$ cat src/rtl/sram_1rw_arbiter.sv
// Two-port round-robin arbiter in front of a single-port SRAM macro.
// After reset the whole macro is cleared to zero before any request is accepted.
module sram_1rw_arbiter #(
    parameter int BITS       = 15,
    parameter int ADDR_WIDTH = 12,
    parameter int WORD_DEPTH = 4096
) (
    input  logic                  clk,
    input  logic                  reset,

    input  logic                  req0_valid,
    output logic                  req0_ready,
    input  logic                  req0_we,
    input  logic [ADDR_WIDTH-1:0] req0_addr,
    input  logic [BITS-1:0]       req0_wdata,
    input  logic [BITS-1:0]       req0_wmask,
    output logic                  rsp0_valid,
    output logic [BITS-1:0]       rsp0_rdata,

    input  logic                  req1_valid,
    output logic                  req1_ready,
    input  logic                  req1_we,
    input  logic [ADDR_WIDTH-1:0] req1_addr,
    input  logic [BITS-1:0]       req1_wdata,
    input  logic [BITS-1:0]       req1_wmask,
    output logic                  rsp1_valid,
    output logic [BITS-1:0]       rsp1_rdata,

    output logic                  sram_ce,
    output logic                  sram_we,
    output logic [ADDR_WIDTH-1:0] sram_addr,
    output logic [BITS-1:0]       sram_wd,
    output logic [BITS-1:0]       sram_wmask,
    input  logic [BITS-1:0]       sram_rd,

    output logic                  init_done
);

    // Handshake: a request transfers in any cycle where reqN_valid && reqN_ready;
    // ready is combinational from both valids, so a requester must not wait on it.
    localparam logic [0:0] ST_INIT = 1'b0;
    localparam logic [0:0] ST_RUN  = 1'b1;

    localparam logic [ADDR_WIDTH-1:0] LAST_ADDR = ADDR_WIDTH'(WORD_DEPTH - 1);
    localparam logic [ADDR_WIDTH-1:0] ONE       = ADDR_WIDTH'(1);

    logic [0:0]            state;
    logic [ADDR_WIDTH-1:0] clr_cnt;
    logic                  prio;      // 0: port 0 wins a tie, 1: port 1 wins
    logic                  pend0;
    logic                  pend1;
    logic                  in_run;
    logic                  init_active;
    logic                  gnt0;
    logic                  gnt1;

    assign in_run      = (state == ST_RUN);
    assign init_active = (state == ST_INIT) && !reset;
    assign init_done   = in_run;

    assign gnt0 = in_run && req0_valid && (!req1_valid || !prio);
    assign gnt1 = in_run && req1_valid && (!req0_valid ||  prio);

    assign req0_ready = gnt0;
    assign req1_ready = gnt1;

    always_comb begin
        sram_ce    = 1'b0;
        sram_we    = 1'b0;
        sram_addr  = '0;
        sram_wd    = '0;
        sram_wmask = '0;
        if (init_active) begin
            sram_ce    = 1'b1;
            sram_we    = 1'b1;
            sram_addr  = clr_cnt;
            sram_wmask = '1;
        end else if (gnt0) begin
            sram_ce    = 1'b1;
            sram_we    = req0_we;
            sram_addr  = req0_addr;
            sram_wd    = req0_wdata;
            sram_wmask = req0_wmask;
        end else if (gnt1) begin
            sram_ce    = 1'b1;
            sram_we    = req1_we;
            sram_addr  = req1_addr;
            sram_wd    = req1_wdata;
            sram_wmask = req1_wmask;
        end
    end

    always_ff @(posedge clk or posedge reset) begin
        if (reset) begin
            state   <= ST_INIT;
            clr_cnt <= '0;
            prio    <= 1'b0;
            pend0   <= 1'b0;
            pend1   <= 1'b0;
        end else begin
            if (state == ST_INIT) begin
                clr_cnt <= clr_cnt + ONE;
                if (clr_cnt == LAST_ADDR) begin
                    state <= ST_RUN;
                end
            end
            pend0 <= gnt0 && !req0_we;
            pend1 <= gnt1 && !req1_we;
            if (gnt0) begin
                prio <= 1'b1;
            end else if (gnt1) begin
                prio <= 1'b0;
            end
        end
    end

    // Macro read data arrives the cycle after the access; pass it straight through.
    assign rsp0_valid = pend0;
    assign rsp1_valid = pend1;
    assign rsp0_rdata = pend0 ? sram_rd : '0;
    assign rsp1_rdata = pend1 ? sram_rd : '0;

endmodule

$ cat config.mk
export PLATFORM = sky130hd
export DESIGN_NAME = sram_1rw_arbiter
export DESIGN_NICKNAME = d
export VERILOG_FILES = /design/src/rtl/sram_1rw_arbiter.sv
export SDC_FILE = /design/constraint.sdc
export NUM_CORES = 1
export LEC_CHECK = 0
export CORE_MARGIN = 10
export CORE_UTILIZATION = 24
export CTS_CLUSTER_DIAMETER = 150
export DETAILED_ROUTE_END_ITERATION = 16
export PLACE_DENSITY = 0.77
export SYNTH_ARGS = -nofsm -noshare
export SYNTH_HDL_FRONTEND = slang
export SYNTH_SLANG_ARGS = --single-unit
$ cat constraint.sdc
create_clock -name clk -period 1.3 [get_ports clk]
set_clock_uncertainty 0.1 [all_clocks]
set_input_delay 0.13 -clock clk [delete_from_list [all_inputs] [get_ports clk]]
set_output_delay 0.13 -clock clk [all_outputs]
set_load 0.05 [all_outputs]
==> results.md <==
* Status: complete, but fails checks
* Failing checks: negative setup slack
* Routed WL at 11000 um
* Max stage delay on crit path at 0.42 ns
* Tmin final at 2.01 ns
* Synthesized area per cell at 9.21 um2
* Vias per cell at 5.09
* Core area at 6280 um2
* Top cell by count, worst path: buf_12
* Post-detail-place hpwl at 8140 um
* Post-synth top flop: dfrtp_1
* IO Port Bufs at 183
* WS Path Type: reg -> out
* Share of layout cells above drive strength 1 at 0.605
* Global-route wire length before repair at 15800 um
* Crit path max-delay family: flip-flops
* Inst Count DP at 439
* Clk sinks at 16
* Cell taking the most area after synthesis: dfrtp_1
* Drt first-iter violations at 78
* Static leakage at 2.28 nW
* Post-synth top cells: 42 x and2_1, 27 x a221o_1, 16 x dfrtp_1
* Setup ws final at -0.711 ns
* Initial antenna violation count at 0
* Mapped Cells at 167
* Fmax at 0.497 GHz
* Max IR drop VDD at 0.000757 V
* Nature of the critical path startpoint: flip-flop
* Hold Vio Cnt, Final at 0
* FF-to-FF End: clr_cnt[11]$_DFFE_PP0N_
* Worst-path fanout max at 21
* DRT Pass-1 Iters at 4
* Int Pwr at 1.21 mW
* Share of the synthesized area in the top cell type at 0.260
* Multi-input gate area at 1440 um2
* Synthesized netlist net count at 273
* Most frequent cell after synthesis: and2_1
* Max_slew headroom at 0.735
* Maxcap violations at 0
* Fillers at 360
* Chip Height at 100 um
* Starting density of the core at 0.245
* Switching part of the total power at 0.282
* Worst reg2reg setup slack at -0.25 ns
* Async set-reset flop share out of synthesis at 1.00
* GP Congestion at 0.826
* Vias in the first global route at 2617
* H-tree depth at 1
* Seq/Total Area, Yosys at 0.260
* Hold Path Class: in -> async
* Worst Tran Pin Value at 0.397 ns
* Nets at 499
* Fin cells at 469
* Largest net degree at the start of global routing at 23
* Net Sw Power at 0.477 mW
* DRC violations left at 0
* Synth area leaders: dfrtp_1 26%, a221o_1 18%, and2_1 17%
* Post-Syn Area at 1540 um2
* Total power at 1.69 mW
* Wire per inst at 23.5 um
* Setup-failing EPs final at 91
* CTS Buffer Depth at 2
* Tcrit/Tclk final at 1.55
* R2r startpoint: init_done$_DFF_PP0_
* Sequential share of power at 0.295
* Netlist cell types at 29
* Sequential cell area at 404 um2
* Area growth, synth to finish at 235%
* Reg2Reg Depth at 5
* Critical path cell sequence: nand2b_4, and3_4, buf_12, a221o_2, buf_12
* Clock transition at path regs at 0.07 ns
* Ys Warns at 0
* Site Rows at 29
* WP data arrival at 1.78 ns
* CTS tree: done
* Hold-fix buffers, CTS at 0
* RSZ-0062 raised after global routing: yes
* Number of synthesized register bits at 16
* Clock power frac at 0.280
* Via count at 2389
* TritonCTS buffer count at 3
* Die area at 10000 um2
* Final Core Density at 0.821
* Die width at 100 um
* CP Depth at 5
* Logic pwr share at 0.425
* CP Capture Type: output pin
* I/O Pins at 184
* PD cells at 328 nW/um2
* ANT cells at 0
* Worst path bufs/invs at 2
* Worst Path Required at 1.07 ns
* Number of flops mapped to enable cells by yosys at 0
* CP startpoint: prio$_DFFE_PP0P_
* Crit path capture: sram_wmask[7]
* Gr ovfl total at 0
* Max-slew violations at 0
* Gr usage total at 0.203
* Root buf cell: clkbuf_8
* Worst-Skew Late Latency at 0.27 ns
* Crit-path slowest cell: dfrtp_1
* Routed Antenna Nets at 0
==> final cells by class <==
| cell class | count | share of cell area |
|---|---|---|
| Timing Repair Buffer | 234 | 0.611 |
| Multi-Input combinational cell | 135 | 0.279 |
| Sequential cell | 16 | 0.0784 |
| Tap cell | 77 | 0.0187 |
| Clock buffer | 4 | 0.0107 |
| Inverter | 3 | 0.00218 |
==> worst min path at each step <==
| stage | start | to | slack (ns) | cells after the start |
|---|---|---|---|---|
| 2_1_floorplan | reset | clr_cnt[0]$_DFFE_PP0N_ | -0.03 | 1 |
| 3_3_place_gp | clr_cnt[8]$_DFFE_PP0N_ | clr_cnt[8]$_DFFE_PP0N_ | 0.39 | 1 |
| 3_5_place_dp | clr_cnt[8]$_DFFE_PP0N_ | clr_cnt[8]$_DFFE_PP0N_ | 0.40 | 1 |
| 4_1_cts | reset | prio$_DFFE_PP0P_ | 0.18 | 4 |
| 5_1_grt | reset | init_done$_DFF_PP0_ | 0.20 | 4 |
| 6_report | reset | clr_cnt[0]$_DFFE_PP0N_ | 0.17 | 4 |
==> metrics by stage <==
step                TNS (ns)  hold WS [ns]  setup slack (ns)  cell area (um2)
floorplan             -15.52       -0.0251            -0.362             1800
global placement      -27.14         0.388            -0.623             4600
global route          -36.93         0.199            -0.738             5150
detailed placement    -29.03         0.403            -0.661             4600
CTS                   -31.62         0.179            -0.653             5060
finish                -34.46         0.171            -0.711             5150
==> worst register-to-register path: cells and delay by family (launching register included) <==
family | cells | cell delay (ns)
DFF | 1 | 0.44
and+or+nand+nor | 2 | 0.48
xor gates and xnor gates | 1 | 0.20
buffers and inverters | 2 | 0.25
==> power groups by stage <==
stage | logic, mW | clock network, mW | registers, mW
after floorplan | 0.186 | 0 | 0.507
after global placement | 0.693 | 0 | 0.507
after detailed placement | 0.708 | 0 | 0.507
after CTS | 0.717 | 0.459 | 0.498
after global routing | 0.747 | 0.492 | 0.497
final | 0.718 | 0.473 | 0.498
==> placed cells by master (no fill, tap or decap), types with 4 or more instances in the layout <==
master           instances
clkdlybuf4s50_1        101
buf_12                  84
and2_4                  31
buf_4                   31
a221o_2                 27
a22o_4                  15
dfrtp_1                 13
buf_6                   13
and2_1                  11
xnor2_1                  5
xor2_1                   5
and3_4                   4
clkbuf_8                 4
==> metal layers <==
layer	up-vias	track usage	wire length, um
met5	-	0	0
met1	1197	0.199	3790
met4	0	0.0337	145
li1	1092	-	-
met2	87	0.422	6490
met3	13	0.0405	575
==> sequential cells by signal, summed over array words and instances, names as in the netlist <==
register and flops:
clr_cnt 12, rsp1_valid 1, prio 1, init_done 1, rsp0_valid 1
==> logic make-up (layout without fill, tap and decap cells) <==
| kind of cell | after synthesis | count (layout) | synth area share |
|---|---|---|---|
| multiplexers | 1 | 1 | 0.00732 |
| adder cells (fa/ha/maj) | 1 | 1 | 0.00814 |
| flip-flops | 16 | 16 | 0.260 |
| AO/OA/AOI/OAI | 48 | 48 | 0.284 |
| buffers and inverters | 18 | 241 | 0.0928 |
| AND/OR/NAND/NOR | 72 | 74 | 0.285 |
| XOR/XNOR | 11 | 11 | 0.0627 |
==> repair_timing <==
item,4_1_cts,5_1_grt
setup buffers,17,7
cloned,5,0
resized for setup,43,22
endpoints found under the setup margin,88,92
pin swaps,24,8
No activity file was read; power rests on OpenSTA's default activity.
